--- config.mk ---
export PLATFORM = sky130hd
export DESIGN_NAME = display_arbiter_flat
export DESIGN_NICKNAME = d
export VERILOG_FILES = /design/src/rtl/display_arbiter_if.sv /design/src/rtl/display_arbiter.sv /design/src/flat_wrapper.sv
export SDC_FILE = /design/constraint.sdc
export NUM_CORES = 1
export LEC_CHECK = 0
export CAP_MARGIN = 25
export CELL_PAD_IN_SITES_DETAIL_PLACEMENT = 2
export CELL_PAD_IN_SITES_GLOBAL_PLACEMENT = 2
export CORE_MARGIN = 2
export CORE_UTILIZATION = 29
export CTS_BUF_LIST = sky130_fd_sc_hd__clkbuf_4
export CTS_CLUSTER_DIAMETER = 50
export DETAILED_ROUTE_END_ITERATION = 6
export PLACE_DENSITY = 0.81
export SLEW_MARGIN = 20
export SYNTH_ARGS = -nofsm -noshare
export SYNTH_HDL_FRONTEND = slang
export SYNTH_SLANG_ARGS = --single-unit
--- constraint.sdc ---
create_clock -name clock -period 2.35 [get_ports clock]
set_input_delay 0.235 -clock clock [delete_from_list [all_inputs] [get_ports clock]]
set_output_delay 0.235 -clock clock [all_outputs]
set_load 0.05 [all_outputs]
--- src/rtl/display_arbiter_if.sv ---
// Display bus shared by the arbiter and its three requesters.
// The slave side is the arbiter; the master side drives requests and words.
interface display_arbiter_if;
  logic [2:0]  req;
  logic [15:0] value0;
  logic [15:0] value1;
  logic [15:0] value2;
  logic [3:0]  point0;
  logic [3:0]  point1;
  logic [3:0]  point2;
  logic [15:0] value;
  logic [3:0]  point;
  logic [2:0]  grant;
  logic        switched;

  modport slave (
    input  req, value0, value1, value2, point0, point1, point2,
    output value, point, grant, switched
  );

  modport master (
    output req, value0, value1, value2, point0, point1, point2,
    input  value, point, grant, switched
  );
endinterface

--- src/rtl/display_arbiter.sv ---
// Round-robin arbiter that lends a 4-digit display to one of three requesters.
// An owner keeps the display for at least HOLD_CYCLES cycles; after that it
// yields to any other waiting requester, or keeps it if nobody else asks.
module display_arbiter #(
  parameter logic [23:0] HOLD_CYCLES = 24'd10_000_000
) (
  input  logic              clock,
  input  logic              reset,
  display_arbiter_if.slave  bus
);

  typedef enum logic {IDLE, SHOW} state_t;

  state_t      r_state;
  logic [23:0] r_cnt;
  logic [1:0]  r_rr;
  logic [2:0]  r_grant;
  logic [15:0] r_value;
  logic [3:0]  r_point;
  logic        r_switched;

  logic [2:0]  w_cand;
  logic [2:0]  w_pick;
  logic        w_win_ok;
  logic [1:0]  w_win;
  logic [1:0]  w_rr_next;
  logic [15:0] w_win_val;
  logic [3:0]  w_win_pt;
  logic        w_own_req;
  logic [15:0] w_own_val;
  logic [3:0]  w_own_pt;

  // First asserted candidate starting at rr and wrapping mod 3; {found, index}.
  function automatic logic [2:0] f_pick(input logic [2:0] cand, input logic [1:0] rr);
    logic [2:0] res;
    int         t;
    res = 3'b000;
    for (int k = 2; k >= 0; k--) begin
      t = int'(rr) + k;
      if (t >= 3) t = t - 3;
      if (cand[t]) res = {1'b1, 2'(t)};
    end
    return res;
  endfunction

  function automatic logic [15:0] f_val(input logic [1:0] idx, input logic [15:0] v0,
                                        input logic [15:0] v1, input logic [15:0] v2);
    return (idx == 2'd0) ? v0 : (idx == 2'd1) ? v1 : v2;
  endfunction

  function automatic logic [3:0] f_pt(input logic [1:0] idx, input logic [3:0] p0,
                                      input logic [3:0] p1, input logic [3:0] p2);
    return (idx == 2'd0) ? p0 : (idx == 2'd1) ? p1 : p2;
  endfunction

  // Arbitration candidates exclude the current owner, so only others can take over.
  always_comb begin
    w_cand    = (r_state == SHOW) ? (bus.req & ~r_grant) : bus.req;
    w_pick    = f_pick(w_cand, r_rr);
    w_win_ok  = w_pick[2];
    w_win     = w_pick[1:0];
    w_rr_next = (w_win == 2'd2) ? 2'd0 : w_win + 2'd1;
    w_win_val = f_val(w_win, bus.value0, bus.value1, bus.value2);
    w_win_pt  = f_pt(w_win, bus.point0, bus.point1, bus.point2);
    w_own_req = |(bus.req & r_grant);
    w_own_val = r_grant[0] ? bus.value0 : r_grant[1] ? bus.value1 : bus.value2;
    w_own_pt  = r_grant[0] ? bus.point0 : r_grant[1] ? bus.point1 : bus.point2;
  end

  // Ownership FSM with hold counter and registered display outputs.
  always_ff @(posedge clock or posedge reset) begin
    if (reset) begin
      r_state    <= IDLE;
      r_cnt      <= 24'd0;
      r_rr       <= 2'd0;
      r_grant    <= 3'b000;
      r_value    <= 16'h0000;
      r_point    <= 4'h0;
      r_switched <= 1'b0;
    end else begin
      r_switched <= 1'b0;
      case (r_state)
        IDLE: begin
          if (w_win_ok) begin
            r_state    <= SHOW;
            r_grant    <= 3'(3'b001 << w_win);
            r_rr       <= w_rr_next;
            r_cnt      <= 24'(HOLD_CYCLES - 24'd1);
            r_value    <= w_win_val;
            r_point    <= w_win_pt;
            r_switched <= 1'b1;
          end
        end
        SHOW: begin
          if (r_cnt != 24'd0) begin
            r_cnt <= r_cnt - 24'd1;
            if (w_own_req) begin
              r_value <= w_own_val;
              r_point <= w_own_pt;
            end
          end else if (w_win_ok) begin
            r_grant    <= 3'(3'b001 << w_win);
            r_rr       <= w_rr_next;
            r_cnt      <= 24'(HOLD_CYCLES - 24'd1);
            r_value    <= w_win_val;
            r_point    <= w_win_pt;
            r_switched <= 1'b1;
          end else if (w_own_req) begin
            r_value <= w_own_val;
            r_point <= w_own_pt;
          end else begin
            r_state    <= IDLE;
            r_grant    <= 3'b000;
            r_value    <= 16'h0000;
            r_point    <= 4'h0;
            r_switched <= 1'b1;
          end
        end
        default: r_state <= IDLE;
      endcase
    end
  end

  assign bus.value    = r_value;
  assign bus.point    = r_point;
  assign bus.grant    = r_grant;
  assign bus.switched = r_switched;

endmodule

--- src/flat_wrapper.sv ---
// flat-port wrapper written by rule: the top's interface ports become plain ports
module display_arbiter_flat 
#(
  parameter logic [23:0] HOLD_CYCLES = 24'd10_000_000
)
  (clock, reset, bus_req, bus_value0, bus_value1, bus_value2, bus_point0, bus_point1, bus_point2, bus_value, bus_point, bus_grant, bus_switched);
  display_arbiter_if bus_i ();
  input  logic clock;
  input  logic reset;
  input wire logic [$bits(bus_i.req)-1:0] bus_req;
  input wire logic [$bits(bus_i.value0)-1:0] bus_value0;
  input wire logic [$bits(bus_i.value1)-1:0] bus_value1;
  input wire logic [$bits(bus_i.value2)-1:0] bus_value2;
  input wire logic [$bits(bus_i.point0)-1:0] bus_point0;
  input wire logic [$bits(bus_i.point1)-1:0] bus_point1;
  input wire logic [$bits(bus_i.point2)-1:0] bus_point2;
  output wire logic [$bits(bus_i.value)-1:0] bus_value;
  output wire logic [$bits(bus_i.point)-1:0] bus_point;
  output wire logic [$bits(bus_i.grant)-1:0] bus_grant;
  output wire logic [$bits(bus_i.switched)-1:0] bus_switched;
  assign bus_i.req = bus_req;
  assign bus_i.value0 = bus_value0;
  assign bus_i.value1 = bus_value1;
  assign bus_i.value2 = bus_value2;
  assign bus_i.point0 = bus_point0;
  assign bus_i.point1 = bus_point1;
  assign bus_i.point2 = bus_point2;
  assign bus_value = bus_i.value;
  assign bus_point = bus_i.point;
  assign bus_grant = bus_i.grant;
  assign bus_switched = bus_i.switched;
  display_arbiter #(.HOLD_CYCLES(HOLD_CYCLES)) u_core (.clock(clock), .reset(reset), .bus(bus_i));
endmodule
==> key figures <==
Outcome
  • Outcome: finished, violations left
  • Failing checks: negative setup slack

Place
  • Final HPWL from detailed placement: between 10 and 15 mm
  • IO Port Bufs: between 80 and 90
  • Place WS: -321 ps
  • Placed Cells incl. Taps: a little over 800
  • Placed cell area: 6040 um^2
  • GPL Wtd Cong: ~0.87

Detailed routing
  • Antenna-violating nets left: 0
  • Vias per cell: between 6 and 7
  • Iter 0 DRT Violations: roughly 480
  • Drt first pass iters: 5
  • DRC errors left: 0
  • Avg WL per Cell: 34.8 um
  • Drt total wl: just over 30 mm
  • DR vias: ~5700

Die
  • Boundary Pins: approximately 90
  • Initial Util: about 30%
  • Core ar.: 14600 um^2
  • DIE AREA: between 15000 and 20000 um^2
  • Die extent in x: 127 um
  • Die Y: between 100 and 150 um
  • Site row count: 44

Global routing
  • Largest net degree at the start of global routing: 49
  • Tot GR Track Use: between 20% and 30%
  • First-pass GRT wire length: 36.8 mm
  • Total gr overflow: 0
  • Number of global-route vias before repair: approximately 6000
  • Initial antenna violation count: 1

Logic synthesis
  • Simple logic cell fraction of the synthesized area: between 20% and 30%
  • XOR/XNOR share of the synthesized area: less than 1%
  • Avg Synthesized Cell Area: between 8 and 9 um^2
  • Async SR Flop Fraction: between 90% and 100%
  • Syn Inst Count: about 500
  • Synth Area in Compound Gates: a little over a third
  • Largest family of logic cells by synthesized area: compound AO/OA/AOI/OAI gates
  • Synthesis Warnings: 0
  • Synth Area in Adders: between 1 and 1.5%
  • Sequential area share after synthesis: between 20% and 30%
  • Post-synth EDFFs: 0
  • #FFs+latches synth: 51
  • Syn Nets: 572
  • Post-synth top flop: dfrtp_1
  • Syn Std Cell Area: around 4400 um^2
  • Multiplexer share of the synthesized area: under 10%
  • Cell variety after synth: 69

Critical path
  • Max FO, Critical Path: 5
  • Worst Path Arrival: about 3200 ps
  • Worst Setup Start Kind: register
  • Worst path most repeated cell: buf_6
  • Crit-path cells: buf_6 > ha_4 > buf_8 > a221o_1 > buf_6 > o31ai_4 > buf_6 > and2_1 > a211oi_1 > o32ai_4
  • Worst path slowest cell: dfrtp_1
  • CP Class: register to register
  • CP max stage delay: between 400 and 500 ps
  • Critical Path End Type: register
  • CP required: 2740 ps

Timing
  • Max Slew Vio Count: 0
  • Min Tclk post-route: 2790 ps
  • Setup TNS: -12150 ps
  • Final Cycle Share: 119%
  • RSZ-0062 raised after global routing: true
  • FMAX: roughly 360 MHz
  • Final Hold Viols: 0
  • Worst Tran Pin Value: approximately 880 ps
  • Setup violations, final: approximately 50
  • Max Clock Skew: 14.9 ps
  • Slew margin rel.: 40.7%
  • Final worst slack: -438 ps

Clock network
  • CTS tree: done
  • Latest clock arrival within the worst-skew pair: around 480 ps
  • Bufs on Longest Clock Path: 2
  • Clock-pin slew on the worst setup and hold paths: around 190 ps
  • Cts bufs inserted: 5
  • Clock sink count: just over 50
  • Clk root buf: clkbuf_4
  • Htree depth: 2
  • Hold Buf Count CTS: 0

Finish
  • Area growth from synthesis to layout: 71.5%
  • Fin area: between 7000 and 8000 um^2
  • Commonest non-fill, non-tap cells in the layout: 88 x clkdlybuf4s50_1, 79 x buf_4, 59 x nand2_1, 48 x dfrtp_1, 42 x nor2_1
  • Most common cell after layout, fill and taps aside: clkdlybuf4s50_1
  • # nets final: 754
  • Share of layout cells above drive strength 1: 41.8%
  • Final std cells w/o fill: a little under 900

Power and ir drop
  • Cell area power density: 818 nW/um^2
  • Power, Total: between 0.006 and 0.007 W
  • Peak VDD IR: 599 uV
  • Leakage: around 2.9 nW

Min path
  • Hold Path Class: input port to async pin

Flow run
  • Max_cap viols: 0
-- critical path: cells and delay by family (launching register included) --
| family | cells | cell delay, ps |
|---|---|---|
| AOI/OAI and AO/OA | 4 | 1200 |
| adders and majority gates | 1 | 180 |
| buffers and inverters | 4 | 630 |
| DFF | 1 | 460 |
| and+or+nand+nor | 1 | 220 |
-- what timing repair did --
item	4_1_cts	5_1_grt
setup buffers	16	24
gates resized for setup	82	120
pin swaps	34	44
hold endpoints to repair	0	0
endpoints found under the setup margin	44	50
cloned	5	2
-- logic make-up after synthesis --
kind of cell               count (synthesis)
and+or+nand+nor                          191
xor gates and xnor gates                   4
AOI/OAI and AO/OA                        177
buffers and inverters                     51
muxes                                     25
DFF                                       51
adders and majority gates                  4
-- registers in the layout, summed over array words and instances (netlist names) --
signal	cells
u_core.r_cnt	24
u_core.bus.value	16
u_core.bus.point	4
u_core.bus.grant	3
u_core.r_rr	2
u_core.r_state	1
u_core.bus.switched	1
-- final cells by class --
class / instances / area (um^2)
diodes: 1 / 2.50
flip-flops and latches: 51 / 1280
inverters: 5 / 18.8
clock inverters: 3 / 67.6
repair buffers: 220 / 2240
multi-input cells: 402 / 3640
clock buffers: 5 / 37.5
well taps: 184 / 230
fillers: 1491 / 7120
-- synthesized netlist by cell type, types with 3 or more instances --
library cell	n	share of area [%]
o221a_2	7	1.8
o21ai_0	27	3.1
a211oi_1	9	1.5
a21oi_1	21	2.4
o211ai_1	3	0.51
nand2b_1	5	0.71
nor4_1	4	0.57
buf_6	3	0.77
nand2_1	65	5.6
buf_1	3	0.26
dfrtp_1	51	29
a221o_1	13	3.0
nor2_1	46	3.9
a32oi_1	11	2.2
a22oi_1	10	1.7
o32ai_2	9	3.3
inv_1	5	0.43
o21ai_1	9	1.0
clkbuf_1	31	2.7
o221a_1	4	1.0
a2111oi_4	7	4.4
o21a_1	13	2.2
ha_1	4	1.1
a21bo_2	3	0.68
buf_2	7	0.80
o31ai_1	7	1.2
nor2b_1	4	0.57
and4_1	21	4.2
or4_1	3	0.51
nor3_1	11	1.3
and2_1	10	1.4
nand3_1	6	0.68
mux2i_1	25	5.7
-- per-layer routing --
| layer | track usage [%] | wire, um | up-vias |
|---|---|---|---|
| li1 | - | - | 2296 |
| met1 | 35.1 | 11200 | 2943 |
| met2 | 54.1 | 15200 | 333 |
| met3 | 4.61 | 1660 | 153 |
| met4 | 11.0 | 2330 | 0 |
| met5 | 0 | 0 | - |
-- path summary, 6_finish.rpt --
kind                                            startpoint                          endpoint  slack (ps)  cells after the start
min in group clock              u_core.r_cnt[15]$_DFF_PP0_        u_core.r_cnt[15]$_DFF_PP0_         500                      1
max in group asynchronous                            reset          u_core.r_state$_DFF_PP0_        1580                      3
worst min register to register  u_core.r_cnt[15]$_DFF_PP0_        u_core.r_cnt[15]$_DFF_PP0_         500                      1
worst max-delay path            u_core.r_rr[1]$_DFFE_PP0P_  u_core.bus.value[14]$_DFFE_PP0P_        -440                     10
worst min-delay path                                 reset   u_core.bus.point[2]$_DFFE_PP0P_         130                      2
worst max register to register  u_core.r_rr[1]$_DFFE_PP0P_  u_core.bus.value[14]$_DFFE_PP0P_        -440                     10
-- where the power goes --
group	switching, W	internal (W)	total, W
combinational	0.00241	0.00162	0.00403
sequential	0.000300	0.00109	0.00139
clock	0.000405	0.000329	0.000735
total	0.00311	0.00304	0.00616
-- through the flow --
stage | hold slack [ps] | utilization (%)
2_1_floorplan | 428 | -
3_3_place_gp | 459 | 41.3
3_5_place_dp | 479 | 41.3
4_1_cts | 162 | 46.0
5_1_grt | 160 | 51.4
6_report | 133 | 51.4
Note: power is estimated with default switching activity, not from simulation.
